File: config.mk
export PLATFORM = sky130hd
export DESIGN_NAME = borrow_bypass_subtractor
export DESIGN_NICKNAME = d
export VERILOG_FILES = /design/src/rtl/borrow_bypass_subtractor.sv
export SDC_FILE = /design/constraint.sdc
export NUM_CORES = 1
export LEC_CHECK = 0
export ABC_AREA = 1
export CAP_MARGIN = 20
export CORE_MARGIN = 2
export CORE_UTILIZATION = 25
export CTS_CLUSTER_DIAMETER = 80
export DETAILED_ROUTE_END_ITERATION = 16
export GPL_TIMING_DRIVEN = 0
export HOLD_SLACK_MARGIN = 0.12
export PLACE_DENSITY_LB_ADDON = 0.15
export SETUP_SLACK_MARGIN = 0.2
export SLEW_MARGIN = 20
export SYNTH_ARGS = -nofsm -noshare
export SYNTH_HDL_FRONTEND = slang
export SYNTH_SLANG_ARGS = --single-unit
File: constraint.sdc
create_clock -name clk -period 6.3 [get_ports clk]
set_input_delay 0.63 -clock clk [delete_from_list [all_inputs] [get_ports clk]]
set_output_delay 0.63 -clock clk [all_outputs]
set_load 0.01 [all_outputs]
File: src/rtl/borrow_bypass_subtractor.sv
// Multi-cycle WIDTH-bit subtractor (a - b - bin), one BLOCK-bit borrow-bypass slice per clock,
// with valid/ready handshakes on both the operand and the result side.
module borrow_bypass_subtractor #(
  parameter int WIDTH = 8,
  parameter int BLOCK = 4
) (
  input  logic                               clk,
  input  logic                               rst_n,
  input  logic                               in_valid,
  output logic                               in_ready,
  input  logic [WIDTH-1:0]                   a,
  input  logic [WIDTH-1:0]                   b,
  input  logic                               bin,
  output logic                               out_valid,
  input  logic                               out_ready,
  output logic [WIDTH-1:0]                   diff,
  output logic                               bout,
  output logic                               ovf,
  output logic [$clog2(WIDTH/BLOCK+1)-1:0]   skip_cnt
);

  localparam int NBLK = WIDTH / BLOCK;
  localparam int KW   = (NBLK > 1) ? $clog2(NBLK) : 1;
  localparam int SW   = $clog2(NBLK + 1);

  typedef enum logic [1:0] {IDLE, BUSY, DONE} state_t;

  state_t state, state_nxt;

  logic [WIDTH-1:0] opa_p0, opb_p0;
  logic             borrow_p0;
  logic [KW-1:0]    k_p0;

  logic [WIDTH-1:0] diff_p1;
  logic             bout_p1, ovf_p1;
  logic [SW-1:0]    skip_p1;

  logic [BLOCK-1:0] sa, sb, s_diff;
  logic             s_bout, s_skip;
  logic [WIDTH-1:0] diff_upd;
  logic             accept, last;

  // Returns {skip, borrow_out, diff} for one slice; a fully propagating slice
  // forwards its borrow-in instead of waiting on the ripple.
  function automatic logic [BLOCK+1:0] slice_sub(input logic [BLOCK-1:0] xa,
                                                 input logic [BLOCK-1:0] xb,
                                                 input logic             br_in);
    logic [BLOCK-1:0] p, d;
    logic             br, g;
    br = br_in;
    p  = '0;
    d  = '0;
    for (int i = 0; i < BLOCK; i++) begin
      p[i] = ~(xa[i] ^ xb[i]);
      g    = ~xa[i] & xb[i];
      d[i] = xa[i] ^ xb[i] ^ br;
      br   = g | (p[i] & br);
    end
    return {&p, (&p) ? br_in : br, d};
  endfunction

  assign accept = in_valid && in_ready;
  assign last   = (k_p0 == KW'(NBLK - 1));

  always_comb begin
    sa = '0;
    sb = '0;
    for (int j = 0; j < NBLK; j++) begin
      if (k_p0 == KW'(j)) begin
        sa = opa_p0[j*BLOCK +: BLOCK];
        sb = opb_p0[j*BLOCK +: BLOCK];
      end
    end
  end

  assign {s_skip, s_bout, s_diff} = slice_sub(sa, sb, borrow_p0);

  always_comb begin
    diff_upd = diff_p1;
    for (int j = 0; j < NBLK; j++) begin
      if (k_p0 == KW'(j)) diff_upd[j*BLOCK +: BLOCK] = s_diff;
    end
  end

  always_ff @(posedge clk or negedge rst_n) begin
    if (!rst_n) state <= IDLE;
    else        state <= state_nxt;
  end

  always_comb begin
    state_nxt = state;
    case (state)
      IDLE:    if (accept) state_nxt = BUSY;
      BUSY:    if (last) state_nxt = DONE;
      DONE:    if (out_ready) state_nxt = in_valid ? BUSY : IDLE;
      default: state_nxt = IDLE;
    endcase
  end

  always_comb begin
    in_ready  = 1'b0;
    out_valid = 1'b0;
    case (state)
      IDLE:    in_ready = 1'b1;
      DONE: begin
        out_valid = 1'b1;
        in_ready  = out_ready;
      end
      default: ;
    endcase
  end

  // Stage 0: operand latch and per-slice borrow chain state
  always_ff @(posedge clk or negedge rst_n) begin
    if (!rst_n) begin
      opa_p0    <= '0;
      opb_p0    <= '0;
      borrow_p0 <= 1'b0;
      k_p0      <= '0;
    end else if (accept) begin
      opa_p0    <= a;
      opb_p0    <= b;
      borrow_p0 <= bin;
      k_p0      <= '0;
    end else if (state == BUSY) begin
      borrow_p0 <= s_bout;
      k_p0      <= last ? '0 : k_p0 + KW'(1);
    end
  end

  // Stage 1: result accumulation, held stable while DONE waits on the consumer
  always_ff @(posedge clk or negedge rst_n) begin
    if (!rst_n) begin
      diff_p1 <= '0;
      skip_p1 <= '0;
      bout_p1 <= 1'b0;
      ovf_p1  <= 1'b0;
    end else if (accept) begin
      diff_p1 <= '0;
      skip_p1 <= '0;
    end else if (state == BUSY) begin
      diff_p1 <= diff_upd;
      if (s_skip) skip_p1 <= skip_p1 + SW'(1);
      if (last) begin
        bout_p1 <= s_bout;
        ovf_p1  <= (opa_p0[WIDTH-1] ^ opb_p0[WIDTH-1]) & (opa_p0[WIDTH-1] ^ s_diff[BLOCK-1]);
      end
    end
  end

  assign diff     = diff_p1;
  assign bout     = bout_p1;
  assign ovf      = ovf_p1;
  assign skip_cnt = skip_p1;

endmodule

==> metrics.md, run 1 <==
| Metric | Value |
|---|---|
| # diodes | `0` |
| Mux contribution to synthesized area | `less than 1%` |
| Worst Path Max Fanout | `10` |
| Clock transition at the registers of the reported paths | `roughly 70 ps` |
| Post-route minimum period | `approximately 3100 ps` |
| CP required | `6520 ps` |
| Unrepaired setup endpoints after global routing | `false` |
| Int Power | `about 0.00063 W` |
| CTS buffer count | `5` |
| Final setup vio count | `0` |
| Warning count from the yosys run | `0` |
| Max Freq | `322 MHz` |
| CP Capture Type | `register` |
| Die height | `~84 µm` |
| Most frequent cell after synthesis | `nand2_1` |
| Vias after detailed routing | `roughly 1300` |
| Yosys top cell by area | `dfrtp_1` |
| Pre-antenna DRT Iters | `4` |
| TritonCTS clock tree | `done` |
| DP Wirelength | `2840 µm` |
| Syn_nets | `~220` |
| Die width | `between 80 and 90 µm` |
| Endpoints failing hold | `0` |
| Unique masters post-synth | `24` |
| Area Growth Syn to Fin | `33.7%` |
| Initial antenna violation count | `0` |
| H-Tree Depth | `2` |
| First-pass GRT wire length | `roughly 6400 µm` |
| Worst Max-Slew Pin Slew | `approximately 480 ps` |
| Part of the power in registers | `a little under a third` |
| Final Core Density | `34.1%` |
| Final Skew | `~5.4 ps` |
| Final ANT Viol Nets | `0` |
| Area fraction of the dominant cell type after synthesis | `between 50% and 60%` |
| Setup crit start | `k_p0` |
| Largest family of logic cells by synthesized area | `simple AND/OR/NAND/NOR gates` |
| # clock sinks | `32` |
| Post-synthesis xor/xnor area fraction | `0%` |
| Mapped Cells | `between 150 and 200` |
| Ratio of cells with drive above 1 in the final layout | `between 10 and 15%` |
| Postcts setup bufs | `0` |
| Core area | `between 0.006 and 0.007 mm²` |
| Row cnt | `29` |
| Status | `finished clean` |
| Vias/cell | `4.24` |
| Routed len/inst | `12.1 µm` |
| Worst min path class | `primary input to asynchronous set/reset pin` |
| Starting density of the core | `roughly a quarter` |
| Synth cell count leaders | `nand2_1, dfrtp_1, nand3_1` |
| Clock Power Share | `approximately 15%` |
| GPL Wtd Cong | `approximately 0.75` |
| Avg Inst Size Synth | `8.47 µm²` |
| Die ar. | `around 0.0071 mm²` |
| Slew margin rel. | `between 60% and 70%` |
| Most used flip-flop cell after synthesis | `dfrtp_1` |
| Max_cap viols | `0` |
| Nets@finish | `259` |
| Synth async-reset ratio | `100%` |
| Net Sw Frac | `a little over two fifths` |
| Leakage dissipation | `roughly 1.0 nW` |
| Gr usage total | `roughly 12%` |
| Post-Route WL | `between 3000 and 4000 µm` |
| Synth Register Bits | `32` |
| Setup crit start kind | `register` |
| Top post-synthesis cells by area | `dfrtp_1, nand2_1, nand3_1` |
| Tot Pwr | `~0.0011 W` |
| CTS root buf | `clkbuf_8` |
| Num ports | `35` |
| Starting DRT DRC Count | `39` |
| Simple-gate share of the synthesized area | `around 27%` |
| WS Path Type | `register to register` |
| Reg-to-reg critical path startpoint | `k_p0` |
| Clock Latency Late Sink | `approximately 280 ps` |
| CTS Hold Bufs | `0` |
| Final Cycle Share | `49.3%` |
| Mapped Area | `between 0.0015 and 0.002 mm²` |
| Cell Pwr Density | `521 mW/mm²` |
| Vias in the first global route | `~1300` |
| Setup TNS | `0 ps` |
| Pin count of the biggest net entering global routing | `19` |
| Net switching power | `0.000485 W` |
| Slew Limit Fails | `0` |
| Congestion Overflow GR | `0` |
| EDFF count, synth | `0` |
| Sequential cell area fraction in the yosys report | `50.0%` |
| Crit path DAT | `around 3300 ps` |
| Worst vdd ir | `approximately 0.19 mV` |
| Synth Area in Adders | `between 8 and 9%` |
| CTS max path bufs | `2` |
| Comb pwr share | `54.3%` |
| PostCTS Resize Cnt | `0` |
| Compound-Gate Fraction of Synth Area | `under 10%` |
| Port buffer count | `33` |
| # DRC | `0` |
flip-flops by register name, indices dropped and copies added, names as in the netlist:
signal	count
borrow_p0	1
bout	1
diff	8
k_p0	1
opa_p0	8
opb_p0	8
ovf	1
skip_cnt	2
state	2
path summary, 6_finish.rpt:
path / to / slack [ps] / cells past startpoint
max: ovf / 3190 / 12
min: diff[1] / 260 / 1
max reg2reg: ovf / 3190 / 12
min reg2reg: diff[5] / 470 / 2
max in group asynchronous: opb_p0[2] / 5610 / 2
min in group clk: diff[5] / 470 / 2
stage by stage:
stage,hold slack (ps),setup WS [ps],instances,area (µm²)
3_5_place_dp,459,3180,300,2050
4_1_cts,273,3160,308,2140
6_report,262,3190,308,2140
5_1_grt,286,2950,308,2140
2_1_floorplan,334,3570,189,1600
3_3_place_gp,453,3220,299,2030
power groups by stage:
| stage | logic (W) | clock network, W | registers [W] |
|---|---|---|---|
| after floorplan | 0.000399 | 0 | 0.000351 |
| after global placement | 0.000612 | 0 | 0.000348 |
| after detailed placement | 0.000617 | 0 | 0.000351 |
| after CTS | 0.000621 | 0.000172 | 0.000348 |
| after global routing | 0.000708 | 0.000182 | 0.000362 |
| final | 0.000606 | 0.000164 | 0.000346 |
layout by cell type, fill, tap and decap left out, drive strengths merged:
cell type and count:
nand2 54, dfrtp 32, clkdlybuf4s50 32, nand3 29, inv 23, o21ai 13, clkbuf 11, nor2 9
buf 6, a21oi 5, or2 4, fa 4, ha 4, mux2i 1, nand3b 1, o21bai 1
o21a 1, nand4 1
critical path, stage by stage (launching register included):
cell and delay, ps:
dfrtp_1 350, clkbuf_1 390, mux2i_1 380, fa_1 230, inv_1 50, fa_1 380
fa_1 380, inv_1 80, fa_1 430, inv_1 120, nand3_1 80, nand3_1 80
o21a_1 110
final cells by class:
class	instances	area, µm²
Fill cell	705	4140
Sequential cell	32	801
Multi-Input combinational cell	127	679
Timing Repair Buffer	34	353
Tap cell	77	96.3
Clock buffer	8	90.1
Inverter	23	86.3
Buffer	7	35.0
routing by layer:
metal	part of all wire (%)	global-route usage (%)	vias to the layer above
met3	4.3	2.57	7
met2	45	17.5	34
met1	49	15.8	585
met4	1.9	4.84	0
met5	0	0	-
li1	-	-	681
logic make-up (layout without fill, tap and decap cells):
| group | count (synthesis) | count (layout) |
|---|---|---|
| AO/OA/AOI/OAI | 20 | 20 |
| adder cells (fa/ha/maj) | 8 | 8 |
| buffers and inverters | 30 | 72 |
| flip-flops | 32 | 32 |
| multiplexers | 1 | 1 |
| AND/OR/NAND/NOR | 98 | 98 |
Power figures use the tool's default switching activity.
==> inputs of run 2 (changes only) <==
clock period = 2.95 ns   (was 6.3 ns; I/O delays follow)
==> metrics.md, run 2 (synthesis results as in run 1) <==
| Metric | Value |
|---|---|
| Pin count of the biggest net entering global routing | `19 (unchanged)` |
| Critical-path top delay cell | `fa_1` |
| Cell Pwr Density | `1140 mW/mm² (+120%)` |
| Starting DRT DRC Count | `34 (-13%)` |
| Post-route minimum period | `2680 ps (-433 ps)` |
| Gr usage total | `11.7% (+0.15 points)` |
| # clock sinks | `32 (unchanged)` |
| Critical path, cell by cell | `buf_8 -> mux2i_4 -> fa_2 -> inv_1 -> fa_2 -> fa_2 -> inv_2 -> fa_1 -> inv_2 -> nand3_1 -> nand3_1 -> o21a_1` |
| Congestion Overflow GR | `0 (unchanged)` |
| Max Freq | `374 MHz (+16%)` |
| Most common cell after layout, fill and taps aside | `nand2_1` |
| CP peak stage delay | `440 ps (about the same)` |
| Port buffer count | `33 (unchanged)` |
| Worst Path Max Fanout | `4 (-6)` |
| Die height | `84.0 µm (unchanged)` |
| Status | `finished clean` |
| Die width | `84.0 µm (unchanged)` |
| CTS max path bufs | `2 (unchanged)` |
| CP required | `3170 ps (-3350 ps)` |
| Tot Pwr | `0.00252 W (+130%)` |
| Hold Worst Slack | `370 ps (+108 ps)` |
| Vias in the first global route | `1341 (+1.1%)` |
| H-Tree Depth | `2 (unchanged)` |
| Slew margin rel. | `72.2% (+3.9 points)` |
| Final Skew | `4.97 ps (-0.391 ps)` |
| Slew Limit Fails | `0 (unchanged)` |
| Row cnt | `29 (unchanged)` |
| Clock transition at the registers of the reported paths | `70 ps (about the same)` |
| Clock Latency Late Sink | `280 ps (about the same)` |
| Worst Max-Slew Pin Slew | `417 ps (-57.8 ps)` |
| Num ports | `35 (unchanged)` |
| Setup crit start kind | `register` |
| TritonCTS clock tree | `done` |
| Die ar. | `0.00706 mm² (unchanged)` |
| # diodes | `0 (unchanged)` |
| Crit path DAT | `2900 ps (-430 ps)` |
| CP Capture Type | `register` |
| GPL Wtd Cong | `0.747 (unchanged)` |
| Final setup vio count | `0 (unchanged)` |
| Starting density of the core | `25.5% (unchanged)` |
| Endpoints failing hold | `0 (unchanged)` |
| Area Growth Syn to Fin | `38.3%` |
| Ratio of cells with drive above 1 in the final layout | `15.3% (+4.9 points)` |
| Unrepaired setup endpoints after global routing | `true` |
| Final ANT Viol Nets | `0 (unchanged)` |
| Most frequent cells in the layout | `nand2_1, dfrtp_1, clkdlybuf4s50_1, nand3_1, inv_1` |
| Max_cap viols | `0 (unchanged)` |
| Most frequent CP cell | `fa_2` |
| Nets@finish | `264 (+1.9%)` |
| Initial antenna violation count | `0 (unchanged)` |
| Vias after detailed routing | `1313 (+0.46%)` |
| Final Core Density | `35.3% (+1.2 points)` |
| Pre-antenna DRT Iters | `4 (unchanged)` |
| WS Path Type | `register to register` |
| Worst vdd ir | `0.451 mV (+130%)` |
| DP Wirelength | `2840 µm (unchanged)` |
| Worst min path class | `primary input to register` |
| Post-Route WL | `3790 µm (+1.7%)` |
| Vias/cell | `4.19 (-1.1%)` |
| CTS root buf | `clkbuf_8` |
| # DRC | `0 (unchanged)` |
| First-pass GRT wire length | `6490 µm (+1.1%)` |
| Core area | `0.00628 mm² (unchanged)` |
| Routed len/inst | `12.1 µm (about the same)` |
| CTS buffer count | `5 (unchanged)` |
| Leakage dissipation | `1.07 nW (+2.4%)` |
| Final Cycle Share | `90.7% (+41 points)` |
## run 2: path summary, 6_finish.rpt
path / slack, ps / end / depth (start not counted) / startpoint
min in group asynchronous: 460 / diff[1] / 2 / rst_n
hold / removal: 370 / opb_p0[3] / 3 / in_valid
hold reg to reg: 470 / diff[6] / 2 / diff[6]
setup reg to reg: 270 / ovf / 12 / k_p0
max in group asynchronous: 2060 / opb_p0[2] / 3 / rst_n
setup / recovery: 270 / ovf / 12 / k_p0
## run 2: what timing repair did
item                       in CTS  in global routing
pin swaps                       2                  2
hold endpoints to repair       14                  0
setup endpoints to repair       5                  3
buffers inserted                4                  0
gates resized for setup         9                  5
hold buffers                    1                  0
## run 2: cell type report
type / instances / area, µm²
buffer: 7 / 46.3
clock buffer: 8 / 90.1
multi-input combinational: 127 / 699
fill: 698 / 4060
tap: 77 / 96.3
timing repair buffer: 39 / 393
sequential: 32 / 801
inverter: 23 / 88.8
## run 2: critical path: cells and delay by family (launching register included)
kind            cells  cell delay (ps)
compound gates      1              110
fa+ha+maj           4             1340
buf+inv             4              350
flops               1              420
mux                 1              250
simple gates        2              150
## run 2: power breakdown
part | leakage [nW] | switching, W | internal [W]
Sequential | 0.402 | 0.000123 | 0.000630
Clock | 0.0455 | 0.000160 | 0.000190
Combinational | 0.624 | 0.000794 | 0.000618
Total | 1.07 | 0.00108 | 0.00144
## run 2: per-layer routing
layer,GRT usage (%),wire (µm),up-vias,part of all wire (%)
met5,0,0,-,0
met4,4.84,68,0,1.8
met3,2.47,155,7,4.1
met2,18.0,1710,32,45
met1,16.0,1850,583,49
li1,-,-,691,-
## run 2: through the flow
stage / std cells / worst slack (ps) / cell area (µm²) / TNS, ps
global placement: 299 / -132 / 2030 / -172
CTS: 313 / 210 / 2210 / 0
floorplan: 189 / 216 / 1600 / 0
global route: 313 / 136 / 2210 / 0
detailed placement: 300 / -170 / 2050 / -310
finish: 313 / 275 / 2210 / 0
==> inputs of run 3 (changes only) <==
CORE_UTILIZATION = 50   (was 25)
==> metrics.md, run 3 (synthesis results as in run 1) <==
| Metric | Value |
|---|---|
| Final setup vio count | `0 (unchanged)` |
| Vias in the first global route | `1292 (-3.7%)` |
| DP Wirelength | `2500 µm (-12%)` |
| Pin count of the biggest net entering global routing | `33 (+14)` |
| Endpoints failing hold | `0 (unchanged)` |
| H-Tree Depth | `2 (unchanged)` |
| R2R setup slack | `290 ps (about the same)` |
| Gr usage total | `21.5% (+9.8 points)` |
| Pre-antenna DRT Iters | `4 (unchanged)` |
| GPL Wtd Cong | `0.824 (+10%)` |
| Vias/cell | `5.01 (+19%)` |
| Die height | `60.6 µm (-28%)` |
| Final Skew | `6.66 ps (+1.68 ps)` |
| Fill count | `257 (-63%)` |
| # diodes | `0 (unchanged)` |
| Core area | `0.00305 mm² (-51%)` |
| Hold_sp | `in_valid` |
| Setup ws final | `287 ps (+12.0 ps)` |
| Worst Path Max Fanout | `6 (+2)` |
| WS Path Type | `register to register` |
| Worst r2r path cells | `12 (unchanged)` |
| Post-Route WL | `3410 µm (-9.9%)` |
| # clock sinks | `32 (unchanged)` |
| FF-to-FF End | `diff[3]` |
| Area of the multi-input gates | `699 µm² (unchanged)` |
| Slew margin rel. | `54.0% (-18 points)` |
| Hold depth | `3 (unchanged)` |
| CP required | `3220 ps (+50 ps)` |
| Setup Slack @ Placement | `-88.4 ps (+81.8 ps)` |
| Initial antenna violation count | `0 (unchanged)` |
| Status | `finished clean` |
| Most common cell after layout, fill and taps aside | `nand2_1` |
| CTS buffer count | `5 (unchanged)` |
| Clock transition at the registers of the reported paths | `100 ps (+30 ps)` |
| Area Growth Syn to Fin | `32.3%` |
| Starting density of the core | `52.5% (+27 points)` |
| Hold endpoint | `opb_p0[1]` |
| Setup TNS | `0 ps (unchanged)` |
| Vias after detailed routing | `1388 (+5.7%)` |
| Cell Pwr Density | `1180 mW/mm² (+3.8%)` |
| Post-route minimum period | `2660 ps (-12.0 ps)` |
| Setup crit start kind | `register` |
| Leakage dissipation | `1.04 nW (-2.5%)` |
| Reg-to-reg critical path startpoint | `k_p0` |
| Unrepaired setup endpoints after global routing | `true` |
| Port buffer count | `33 (unchanged)` |
| Row cnt | `20 (-31%)` |
| First-pass GRT wire length | `5600 µm (-14%)` |
| Die ar. | `0.00367 mm² (-48%)` |
| Routed len/inst | `12.3 µm (+1.8%)` |
| Worst Max-Slew Pin Slew | `690 ps (+273 ps)` |
| Max Freq | `375 MHz (+0.45%)` |
| Max_cap viols | `0 (unchanged)` |
| Worst vdd ir | `0.653 mV (+45%)` |
| Final ANT Viol Nets | `0 (unchanged)` |
| Clock Latency Late Sink | `340 ps (+60 ps)` |
| Starting DRT DRC Count | `53 (+56%)` |
| Num ports | `35 (unchanged)` |
| Worst min path class | `primary input to register` |
| # DRC | `0 (unchanged)` |
| Ratio of cells with drive above 1 in the final layout | `15.0% (-0.23 points)` |
| FF+latch area | `802 µm² (+0.16%)` |
| Crit path DAT | `2930 ps (+30 ps)` |
| CTS root buf | `clkbuf_4` |
| Final Cycle Share | `90.3% (-0.41 points)` |
| Slew Limit Fails | `0 (unchanged)` |
| Congestion Overflow GR | `0 (unchanged)` |
| Most frequent cells in the layout | `nand2_1, clkdlybuf4s50_1, dfrtp_1, nand3_1, inv_1` |
| TritonCTS clock tree | `done` |
| Die width | `60.6 µm (-28%)` |
| CTS max path bufs | `2 (unchanged)` |
| CP Capture Type | `register` |
| Nets@finish | `261 (-1.1%)` |
## run 3: cell count changes in the layout (fill, tap and decap cells not counted)
cell       previous run  this run
clkbuf_8              6         0
clkbuf_4              0         5
buf_4                 5         3
buf_16                1         0
bufinv_16             0         1
clkbuf_1              3         2
clkinv_2              0         1
dfrtp_1              32        31
dfrtp_2               0         1
o21ai_0              11        10
o21ai_1               2         3
## run 3: through the flow
| step | area (µm²) | util (%) | hold slack, ps | cells | total power (W) |
|---|---|---|---|---|---|
| 6_report | 2120 | 69.4 | 280 | 277 | 0.00250 |
| 3_5_place_dp | 1980 | 64.9 | 377 | 266 | 0.00202 |
| 5_1_grt | 2120 | 69.4 | 285 | 277 | 0.00273 |
| 4_1_cts | 2100 | 68.7 | 270 | 276 | 0.00242 |
| 3_3_place_gp | 1990 | 65.1 | 453 | 266 | 0.00198 |
| 2_1_floorplan | 1600 | - | -0.591 | 189 | 0.00160 |
## run 3: repair_timing
item / 4_1_cts / 5_1_grt
gates cloned: 0 / 0
endpoints found under the hold margin: 32 / 0
buffers inserted: 1 / 1
pin swaps: 0 / 4
endpoints found under the setup margin: 3 / 3
hold buffers: 1 / 0
resized for setup: 7 / 9
## run 3: where the power goes
part           internal, W  switching (W)  total (W)  leakage, nW
clock network     0.000178       0.000148   0.000325       0.0422
logic             0.000628       0.000783    0.00141        0.602
registers         0.000630       0.000133   0.000762        0.401
## run 3: worst max-delay path, cell delays in order (launching register included)
cell and delay [ps]:
dfrtp_2 420, buf_8 130, mux2i_4 240, fa_2 220
inv_1 50, fa_2 340, fa_2 350, inv_2 60
fa_1 450, inv_2 80, buf_4 110, nand3_1 70
o21ai_1 90
## run 3: layer usage
metal	track usage (%)	share of wire, %
met5	0	0
met4	8.39	1.4
met3	7.04	5.6
met2	35.6	51
met1	26.2	42
## run 3: worst max path at each step
stage / startpoint / to / cells past startpoint
final: k_p0 / diff[3] / 12
after global routing: k_p0 / ovf / 11
after CTS: k_p0 / ovf / 12
after detailed placement: k_p0 / ovf / 12
after global placement: k_p0 / ovf / 12
after floorplan: k_p0 / ovf / 12
## run 3: final cells by class
class | count | area share (%)
inverters | 23 | 4.19
plain buffers | 7 | 2.19
clock buffers | 6 | 1.95
multi-input cells | 127 | 33.0
repair buffers | 36 | 16.5
clock inverters | 2 | 1.65
flip-flops and latches | 32 | 37.9
well taps | 44 | 2.60
